File: src/rtl/id_ex_if.sv
// ID/EX stage bus: decode-side inputs, forwarding sources and EX-side results.
interface id_ex_if #(
  parameter int W = 32
);
  logic [4:0]   id_rs, id_rt, id_rd;
  logic [W-1:0] id_dr1, id_dr2, id_imm;
  logic         id_regwrite, id_memtoreg, id_memread, id_memwrite, id_alusrc, id_regdst;
  logic [2:0]   id_aluop;
  logic         flush;
  logic         exmem_regwrite;
  logic [4:0]   exmem_aw;
  logic [W-1:0] exmem_alu;
  logic         memwb_regwrite;
  logic [4:0]   memwb_aw;
  logic [W-1:0] memwb_data;

  logic         stall;
  logic         ex_valid;
  logic [4:0]   ex_rs, ex_rt, ex_wreg;
  logic [W-1:0] ex_imm;
  logic         ex_regwrite, ex_memtoreg, ex_memread, ex_memwrite, ex_alusrc;
  logic [2:0]   ex_aluop;
  logic [1:0]   fwd_a, fwd_b;
  logic [W-1:0] ex_opa, ex_opb, ex_store_data;

  modport master (
    output id_rs, id_rt, id_rd, id_dr1, id_dr2, id_imm,
           id_regwrite, id_memtoreg, id_memread, id_memwrite, id_alusrc, id_regdst, id_aluop,
           flush, exmem_regwrite, exmem_aw, exmem_alu, memwb_regwrite, memwb_aw, memwb_data,
    input  stall, ex_valid, ex_rs, ex_rt, ex_wreg, ex_imm,
           ex_regwrite, ex_memtoreg, ex_memread, ex_memwrite, ex_alusrc, ex_aluop,
           fwd_a, fwd_b, ex_opa, ex_opb, ex_store_data
  );

  modport slave (
    input  id_rs, id_rt, id_rd, id_dr1, id_dr2, id_imm,
           id_regwrite, id_memtoreg, id_memread, id_memwrite, id_alusrc, id_regdst, id_aluop,
           flush, exmem_regwrite, exmem_aw, exmem_alu, memwb_regwrite, memwb_aw, memwb_data,
    output stall, ex_valid, ex_rs, ex_rt, ex_wreg, ex_imm,
           ex_regwrite, ex_memtoreg, ex_memread, ex_memwrite, ex_alusrc, ex_aluop,
           fwd_a, fwd_b, ex_opa, ex_opb, ex_store_data
  );
endinterface

File: src/rtl/id_ex_stage.sv
// ID/EX pipeline register with load-use hazard detection and EX operand forwarding.
module id_ex_stage #(
  parameter int W = 32
) (
  input  logic    clk,
  input  logic    rst,
  id_ex_if.slave  bus
);

  typedef struct packed {
    logic         valid;
    logic [4:0]   rs;
    logic [4:0]   rt;
    logic [4:0]   wreg;
    logic [W-1:0] imm;
    logic [W-1:0] dr1;
    logic [W-1:0] dr2;
    logic         regwrite;
    logic         memtoreg;
    logic         memread;
    logic         memwrite;
    logic         alusrc;
    logic [2:0]   aluop;
  } ex_t;

  ex_t  ex_q, ex_d;
  logic hz;

  assign hz = ex_q.memread & ex_q.valid & (ex_q.rt != '0) &
              ((ex_q.rt == bus.id_rs) | (ex_q.rt == bus.id_rt));
  assign bus.stall = hz & ~bus.flush;

  // Flush and load-use both load an all-zero bubble, so their priority collapses.
  always_comb begin
    ex_d = '0;
    if (!(bus.flush || hz)) begin
      ex_d.valid    = 1'b1;
      ex_d.rs       = bus.id_rs;
      ex_d.rt       = bus.id_rt;
      ex_d.wreg     = bus.id_regdst ? bus.id_rd : bus.id_rt;
      ex_d.imm      = bus.id_imm;
      ex_d.dr1      = bus.id_dr1;
      ex_d.dr2      = bus.id_dr2;
      ex_d.regwrite = bus.id_regwrite;
      ex_d.memtoreg = bus.id_memtoreg;
      ex_d.memread  = bus.id_memread;
      ex_d.memwrite = bus.id_memwrite;
      ex_d.alusrc   = bus.id_alusrc;
      ex_d.aluop    = bus.id_aluop;
    end
  end

  always_ff @(posedge clk or posedge rst) begin
    if (rst) ex_q <= '0;
    else     ex_q <= ex_d;
  end

  logic [1:0]   fwd_a, fwd_b;
  logic [W-1:0] opa, opb;

  always_comb begin
    fwd_a = 2'b00;
    fwd_b = 2'b00;
    if (bus.exmem_regwrite && bus.exmem_aw != '0 && bus.exmem_aw == ex_q.rs)      fwd_a = 2'b10;
    else if (bus.memwb_regwrite && bus.memwb_aw != '0 && bus.memwb_aw == ex_q.rs) fwd_a = 2'b01;
    if (bus.exmem_regwrite && bus.exmem_aw != '0 && bus.exmem_aw == ex_q.rt)      fwd_b = 2'b10;
    else if (bus.memwb_regwrite && bus.memwb_aw != '0 && bus.memwb_aw == ex_q.rt) fwd_b = 2'b01;
  end

  always_comb begin
    unique case (fwd_a)
      2'b10:   opa = bus.exmem_alu;
      2'b01:   opa = bus.memwb_data;
      default: opa = ex_q.dr1;
    endcase
    unique case (fwd_b)
      2'b10:   opb = bus.exmem_alu;
      2'b01:   opb = bus.memwb_data;
      default: opb = ex_q.dr2;
    endcase
  end

  assign bus.fwd_a         = fwd_a;
  assign bus.fwd_b         = fwd_b;
  assign bus.ex_opa        = opa;
  assign bus.ex_opb        = opb;
  assign bus.ex_store_data = opb;
  assign bus.ex_valid      = ex_q.valid;
  assign bus.ex_rs         = ex_q.rs;
  assign bus.ex_rt         = ex_q.rt;
  assign bus.ex_wreg       = ex_q.wreg;
  assign bus.ex_imm        = ex_q.imm;
  assign bus.ex_regwrite   = ex_q.regwrite;
  assign bus.ex_memtoreg   = ex_q.memtoreg;
  assign bus.ex_memread    = ex_q.memread;
  assign bus.ex_memwrite   = ex_q.memwrite;
  assign bus.ex_alusrc     = ex_q.alusrc;
  assign bus.ex_aluop      = ex_q.aluop;

endmodule

File: src/flat_wrapper.sv
// flat-port wrapper written by rule: the top's interface ports become plain ports
module id_ex_stage_flat 
#(
  parameter int W = 32
)
  (clk, rst, bus_id_rs, bus_id_rt, bus_id_rd, bus_id_dr1, bus_id_dr2, bus_id_imm, bus_id_regwrite, bus_id_memtoreg, bus_id_memread, bus_id_memwrite, bus_id_alusrc, bus_id_regdst, bus_id_aluop, bus_flush, bus_exmem_regwrite, bus_exmem_aw, bus_exmem_alu, bus_memwb_regwrite, bus_memwb_aw, bus_memwb_data, bus_stall, bus_ex_valid, bus_ex_rs, bus_ex_rt, bus_ex_wreg, bus_ex_imm, bus_ex_regwrite, bus_ex_memtoreg, bus_ex_memread, bus_ex_memwrite, bus_ex_alusrc, bus_ex_aluop, bus_fwd_a, bus_fwd_b, bus_ex_opa, bus_ex_opb, bus_ex_store_data);
  id_ex_if #(.W(W)) bus_i ();
  input  logic clk;
  input  logic rst;
  input wire logic [$bits(bus_i.id_rs)-1:0] bus_id_rs;
  input wire logic [$bits(bus_i.id_rt)-1:0] bus_id_rt;
  input wire logic [$bits(bus_i.id_rd)-1:0] bus_id_rd;
  input wire logic [$bits(bus_i.id_dr1)-1:0] bus_id_dr1;
  input wire logic [$bits(bus_i.id_dr2)-1:0] bus_id_dr2;
  input wire logic [$bits(bus_i.id_imm)-1:0] bus_id_imm;
  input wire logic [$bits(bus_i.id_regwrite)-1:0] bus_id_regwrite;
  input wire logic [$bits(bus_i.id_memtoreg)-1:0] bus_id_memtoreg;
  input wire logic [$bits(bus_i.id_memread)-1:0] bus_id_memread;
  input wire logic [$bits(bus_i.id_memwrite)-1:0] bus_id_memwrite;
  input wire logic [$bits(bus_i.id_alusrc)-1:0] bus_id_alusrc;
  input wire logic [$bits(bus_i.id_regdst)-1:0] bus_id_regdst;
  input wire logic [$bits(bus_i.id_aluop)-1:0] bus_id_aluop;
  input wire logic [$bits(bus_i.flush)-1:0] bus_flush;
  input wire logic [$bits(bus_i.exmem_regwrite)-1:0] bus_exmem_regwrite;
  input wire logic [$bits(bus_i.exmem_aw)-1:0] bus_exmem_aw;
  input wire logic [$bits(bus_i.exmem_alu)-1:0] bus_exmem_alu;
  input wire logic [$bits(bus_i.memwb_regwrite)-1:0] bus_memwb_regwrite;
  input wire logic [$bits(bus_i.memwb_aw)-1:0] bus_memwb_aw;
  input wire logic [$bits(bus_i.memwb_data)-1:0] bus_memwb_data;
  output wire logic [$bits(bus_i.stall)-1:0] bus_stall;
  output wire logic [$bits(bus_i.ex_valid)-1:0] bus_ex_valid;
  output wire logic [$bits(bus_i.ex_rs)-1:0] bus_ex_rs;
  output wire logic [$bits(bus_i.ex_rt)-1:0] bus_ex_rt;
  output wire logic [$bits(bus_i.ex_wreg)-1:0] bus_ex_wreg;
  output wire logic [$bits(bus_i.ex_imm)-1:0] bus_ex_imm;
  output wire logic [$bits(bus_i.ex_regwrite)-1:0] bus_ex_regwrite;
  output wire logic [$bits(bus_i.ex_memtoreg)-1:0] bus_ex_memtoreg;
  output wire logic [$bits(bus_i.ex_memread)-1:0] bus_ex_memread;
  output wire logic [$bits(bus_i.ex_memwrite)-1:0] bus_ex_memwrite;
  output wire logic [$bits(bus_i.ex_alusrc)-1:0] bus_ex_alusrc;
  output wire logic [$bits(bus_i.ex_aluop)-1:0] bus_ex_aluop;
  output wire logic [$bits(bus_i.fwd_a)-1:0] bus_fwd_a;
  output wire logic [$bits(bus_i.fwd_b)-1:0] bus_fwd_b;
  output wire logic [$bits(bus_i.ex_opa)-1:0] bus_ex_opa;
  output wire logic [$bits(bus_i.ex_opb)-1:0] bus_ex_opb;
  output wire logic [$bits(bus_i.ex_store_data)-1:0] bus_ex_store_data;
  assign bus_i.id_rs = bus_id_rs;
  assign bus_i.id_rt = bus_id_rt;
  assign bus_i.id_rd = bus_id_rd;
  assign bus_i.id_dr1 = bus_id_dr1;
  assign bus_i.id_dr2 = bus_id_dr2;
  assign bus_i.id_imm = bus_id_imm;
  assign bus_i.id_regwrite = bus_id_regwrite;
  assign bus_i.id_memtoreg = bus_id_memtoreg;
  assign bus_i.id_memread = bus_id_memread;
  assign bus_i.id_memwrite = bus_id_memwrite;
  assign bus_i.id_alusrc = bus_id_alusrc;
  assign bus_i.id_regdst = bus_id_regdst;
  assign bus_i.id_aluop = bus_id_aluop;
  assign bus_i.flush = bus_flush;
  assign bus_i.exmem_regwrite = bus_exmem_regwrite;
  assign bus_i.exmem_aw = bus_exmem_aw;
  assign bus_i.exmem_alu = bus_exmem_alu;
  assign bus_i.memwb_regwrite = bus_memwb_regwrite;
  assign bus_i.memwb_aw = bus_memwb_aw;
  assign bus_i.memwb_data = bus_memwb_data;
  assign bus_stall = bus_i.stall;
  assign bus_ex_valid = bus_i.ex_valid;
  assign bus_ex_rs = bus_i.ex_rs;
  assign bus_ex_rt = bus_i.ex_rt;
  assign bus_ex_wreg = bus_i.ex_wreg;
  assign bus_ex_imm = bus_i.ex_imm;
  assign bus_ex_regwrite = bus_i.ex_regwrite;
  assign bus_ex_memtoreg = bus_i.ex_memtoreg;
  assign bus_ex_memread = bus_i.ex_memread;
  assign bus_ex_memwrite = bus_i.ex_memwrite;
  assign bus_ex_alusrc = bus_i.ex_alusrc;
  assign bus_ex_aluop = bus_i.ex_aluop;
  assign bus_fwd_a = bus_i.fwd_a;
  assign bus_fwd_b = bus_i.fwd_b;
  assign bus_ex_opa = bus_i.ex_opa;
  assign bus_ex_opb = bus_i.ex_opb;
  assign bus_ex_store_data = bus_i.ex_store_data;
  id_ex_stage #(.W(W)) u_core (.clk(clk), .rst(rst), .bus(bus_i));
endmodule
File: config.mk
export PLATFORM = sky130hd
export DESIGN_NAME = id_ex_stage_flat
export DESIGN_NICKNAME = d
export VERILOG_FILES = /design/src/rtl/id_ex_if.sv /design/src/rtl/id_ex_stage.sv /design/src/flat_wrapper.sv
export SDC_FILE = /design/constraint.sdc
export NUM_CORES = 1
export LEC_CHECK = 0
export CAP_MARGIN = 5
export CORE_UTILIZATION = 30
export DETAILED_ROUTE_END_ITERATION = 10
export SYNTH_ARGS = -nofsm -noshare
export SYNTH_HDL_FRONTEND = slang
export SYNTH_SLANG_ARGS = --single-unit
File: constraint.sdc
create_clock -name clk -period 5.2 [get_ports clk]
set_input_delay 1.04 -clock clk [delete_from_list [all_inputs] [get_ports clk]]
set_output_delay 1.04 -clock clk [all_outputs]
set_load 0.05 [all_outputs]
Word-level counts from Yosys, hierarchy flattened

Cells that the tools add are included.

Output and inout bits: 157
Input port bits: 199
Bits in registers: 120

Bitwise logic cells: 6
Multiplexer cells: 8
Equality and inequality tests: 10
Reduce and logical (&&, ||, !) cells: 10

Operators with widths:

| cell                                          | number |
|---|---|
| case mux 32 bit (2 select lines)              | 2 |
| two-way mux 120 bit                           | 1 |
| == test 5 bit                                 | 6 |
| nonzero test 5 bit                            | 3 |
| logical AND 1 bit                             | 6 |
| two-way mux 5 bit                             | 1 |
| AND 1 bit                                     | 4 |
| == test 2 x 1 -> 1 bit, second input constant | 2 |
| == test 2 bit, second input constant          | 2 |
| two-way mux 2 bit                             | 2 |
| two-way mux 1 bit                             | 2 |
| logical OR 1 bit                              | 1 |
| inverter 1 bit                                | 1 |
| OR 1 bit                                      | 1 |

Depth between registers and ports, before layout

Depth after elaboration: 7
Mapped depth: 9
Mapped depth without buffers: 5

Worst setup path before layout

No wires, ideal clock.

Path type: input to output
Start point: in bus_memwb_aw[0]
End point: out bus_ex_store_data[16]
Arrival time: 3.464 ns
Buffers on the path: 3
Data required time: 4.160 ns
Path slack: 0.696 ns
Cell stages on the path: 7
Cells stage by stage: or4_4 -> o21ai_4 -> buf_4 -> buf_4 -> o31ai_1 -> a31oi_1 -> buf_4

Word-level cells in the longest chain between the ends: 7
Elaborated cells on any way between the ends: 9

RTL lines:

| item                                                           | line               | source |
|---|---|---|
| start: declaration                                             | flat_wrapper.sv:28 | `input wire logic [$bits(bus_i.memwb_aw)-1:0] bus_memwb_aw;` |
| nonzero test 5 bit                                             | id_ex_stage.sv:67  | `else if (bus.memwb_regwrite && bus.memwb_aw != '0 && bus.memwb_aw == ex_q.rt) fwd_b = 2'b01;` |
| logical AND 1 bit                                              | id_ex_stage.sv:67  |  |
| logical AND 1 bit (*)                                          | id_ex_stage.sv:67  |  |
| two-way mux 1 bit (*)                                          | id_ex_stage.sv:67  |  |
| two-way mux 2 bit (*)                                          | id_ex_stage.sv:66  | `if (bus.exmem_regwrite && bus.exmem_aw != '0 && bus.exmem_aw == ex_q.rt) fwd_b = 2'b10;` |
| == test 2 x 1 -> 1 bit / == test 2 bit (equally long branches) | id_ex_stage.sv:76  | `unique case (fwd_b)` |
| case mux 32 bit (2 select lines) (*)                           | id_ex_stage.sv:76  |  |
| end: declaration                                               | flat_wrapper.sv:46 | `output wire logic [$bits(bus_i.ex_store_data)-1:0] bus_ex_store_data;` |

Mark *: on every way between the ends. The rest lies on a longest branch, timed or not.

Final worst setup path

Start point: in bus_memwb_aw[0]
End point: out bus_ex_store_data[2]

The elaborated chain is that of the path after synthesis.

==> results.yml <==
status:
  status: "finished, final reports clean"
detailed_routing:
  via_per_inst: 5.282
  drc_errors: 0
  wl_per_cell_um: 21.46
  antenna_left: 0
  vias: 7669
  drt-initial-drc-count: 542
  dr.pass1.iters: 5
  routed_wl_um: 31160
worst_setup_path:
  endpoint_kind: "output pin"
  path_class: "input pin to output pin"
  start_kind: "input pin"
  required_ns: 4.16
  worst_ep_arrival_time_ns: 3.55
  cp_max_fo: 35
floorplan:
  initial_utilization_pct: 30.58
  die_w_um: 162.2
  pin_count: 356
  rows: 58
  dieArea_um2: 26310
  core-area_um2: 25180
  die_h_um: 162.2
pwr:
  p_seq_share_pct: 29.4
  combPwrFrac_pct: 34.3
  p_leak_uw: 0.004975
  swShare_pct: 35.31
  p_int_uw: 2212
  p_switching_uw: 1208
  clkPwrFrac_pct: 36.3
  vdd_drop_max_mv: 0.1912
  p_per_area_nw_per_um2: 273.2
cells_and_area:
  multiInputGateArea_um2: 3531
  area_delta_synth_final_pct: 62.56
  drive_gt1_share_pct: 15.69
  fillCellCount: 2345
  nets: 1308
  seq_area_um2: 3003
  fin_util_pct: 49.71
  diodes: 0
synthesis:
  yosys.area.top_type_share_pct: 39.00
  synthDistinctLibCells: 31
  synth_area_leaders: "dfrtp_1 39%, nand2b_1 9.3%, buf_4 8.8%"
  syn_nets: 1093
  synth-compound-area-share_pct: 20.25
  synth_warnings: 0
  synth-seq-area-share_pct: 39.00
  synth.largest_area_cell: "dfrtp_1"
  synth-seq-cells: 120
  synth_top_family_by_area: "simple AND/OR/NAND/NOR gates"
  synth_xor_xnor_area_share_pct: 3.412
  syn-cell-area_um2: 7700
  yosys.area_share.simple_pct: 20.90
  syn_inst: 894
  synth-adder-area-share_pct: 0
  synthMuxAreaShare_pct: 0.6500
  avgSynthCellArea_um2: 8.613
timing:
  tightest_slew_ns: 1.013
  fmax_mhz: 218.0
  setup-violations-final: 0
  worst_hold_slack_ns: 0.9172
  drv_slew: 0
  fin_crit_ns: 4.586
  finalSetupTns_ns: 0
  rsz0062_at_grt: "no"
  relSlewSlack_pct: 32.44
  hold_viol: 0
  timing.final.crit_share_pct: 88.20
  skew_ns: 0.01096
clocking:
  clkTransAtPathRegs_ns: 0.06
  post_cts_resized: 0
  cts.sinks: 120
  root_buffer: "clkbuf_16"
  clock_latency_ns: 0.42
  clockBufferDepth: 2
  post-cts-setup-buffers: 0
  numCtsBuffers: 17
  cts_hold_buf: 0
  cts_tree: "yes"
  cts_max_level: 4
hold_path:
  hold_class: "flip-flop to flip-flop"
global_route:
  grt_max_degree: 121
  grt_pass1_vias: 7668
  grt_first_pass_wirelength_um: 47600
  antenna_found_initial: 1
  track_usage_pct: 23.82
  grt.overflow.total: 0
placement:
  port_buffers: 355
  hpwl_um: 21600
  gp_congestion: 0.8814
run:
  cap_violations: 0
worst max-delay path, stage by stage:
cell and delay (ns):
clkdlybuf4s50_1 0.47, or4_4 0.58, o21ai_4 0.17, buf_4 0.35
o31ai_1 0.14, a31oi_1 0.56, buf_12 0.22
registers in the layout, indices dropped and copies added (netlist names):
name	flops
u_core.bus.ex_aluop	3
u_core.bus.ex_memwrite	1
u_core.bus.ex_rt	5
u_core.bus.ex_alusrc	1
u_core.bus.ex_regwrite	1
u_core.bus.ex_rs	5
u_core.bus.ex_memtoreg	1
u_core.bus.ex_valid	1
u_core.bus.ex_imm	32
u_core.bus.ex_memread	1
u_core.ex_q	64
u_core.bus.ex_wreg	5
layout make-up:
cell class	count	share of cell area (%)
clock inverter	15	1.449
clock buffer	17	3.399
inverter	35	1.070
timing repair buffer	384	38.58
multi-input combinational	551	28.21
sequential	120	23.99
tap	330	3.299
cell families (layout without fill, tap and decap cells):
logic type             Yosys count  after routing
flip-flops                     120            120
XOR/XNOR                        30             30
AO/OA/AOI/OAI                  254            254
multiplexers                     5              5
AND/OR/NAND/NOR                262            262
buffers and inverters          223            451
routing by layer:
layer / vias to the layer above / GRT usage (%) / share of wire [%]
li1: 3549 / - / -
met4: 2 / 9.391 / 3.1
met5: - / 0 / 0.042
met3: 52 / 5.465 / 8.3
met2: 372 / 37.01 / 47
met1: 3694 / 31.93 / 42
stage by stage:
stage          area [um2]  cells  power [uW]  worst slack [ns]
2_1_floorplan        7700    894        1647            0.6962
3_3_place_gp        11910   1420        2195            0.6342
3_5_place_dp        11910   1420        2201            0.6087
4_1_cts             12520   1452        3452            0.6129
5_1_grt             12520   1452        3550            0.5286
6_report            12520   1452        3420            0.6137
cells in the final DEF, fill, tap and decap left out, drive strengths merged, types with 3 or more instances in the layout:
cell / synthesis / layout
a31oi: 64 / 64
xnor2: 30 / 30
nand2b: 114 / 114
buf: 124 / 130
a211oi: 5 / 5
mux2i: 5 / 5
a21oi: 115 / 115
or4: 34 / 34
nand4: 34 / 34
clkdlybuf4s50: 0 / 254
nor3: 64 / 64
clkinv: 0 / 3
o31ai: 64 / 64
nand3: 4 / 4
clkbuf: 64 / 17
inv: 35 / 43
nand2: 4 / 4
dfrtp: 120 / 120
power groups by stage:
stage	logic (uW)	registers [uW]	clock network (uW)
finish	1170	1010	1240
CTS	1180	1010	1260
global placement	1170	1020	0
global route	1230	1010	1310
floorplan	626	1020	0
detailed placement	1180	1020	0
synthesized netlist by cell type, drive strengths merged:
| cell | instances |
|---|---|
| o21ai | 1 |
| buf | 124 |
| a21oi | 115 |
| inv | 35 |
| or4 | 34 |
| and2 | 1 |
| a31oi | 64 |
| nand3 | 4 |
| nor3 | 64 |
| and3 | 1 |
| nand2b | 114 |
| and3b | 1 |
| clkbuf | 64 |
| or3 | 1 |
| xnor2 | 30 |
| nand2 | 4 |
| o211ai | 2 |
| dfrtp | 120 |
| nor4 | 2 |
| mux2i | 5 |
| nand4 | 34 |
| a211oi | 5 |
| o21a | 1 |
| o22ai | 1 |
| o311a | 1 |
| o31ai | 64 |
| or2 | 2 |
final timing paths:
kind                                      from  cells past startpoint  slack [ns]                     to
min in group asynchronous                  rst                      2        1.13  u_core.bus.ex_imm[21]
max in group asynchronous                  rst                      3        3.12        u_core.ex_q[59]
min reg2reg                u_core.bus.ex_valid                      2        0.92  u_core.bus.ex_memread
min                        u_core.bus.ex_valid                      2        0.92  u_core.bus.ex_memread
max                            bus_memwb_aw[0]                      7        0.61   bus_ex_store_data[2]
max reg2reg                u_core.bus.ex_rt[4]                      6        2.42        u_core.ex_q[39]
No activity file was read; power rests on OpenSTA's default activity.
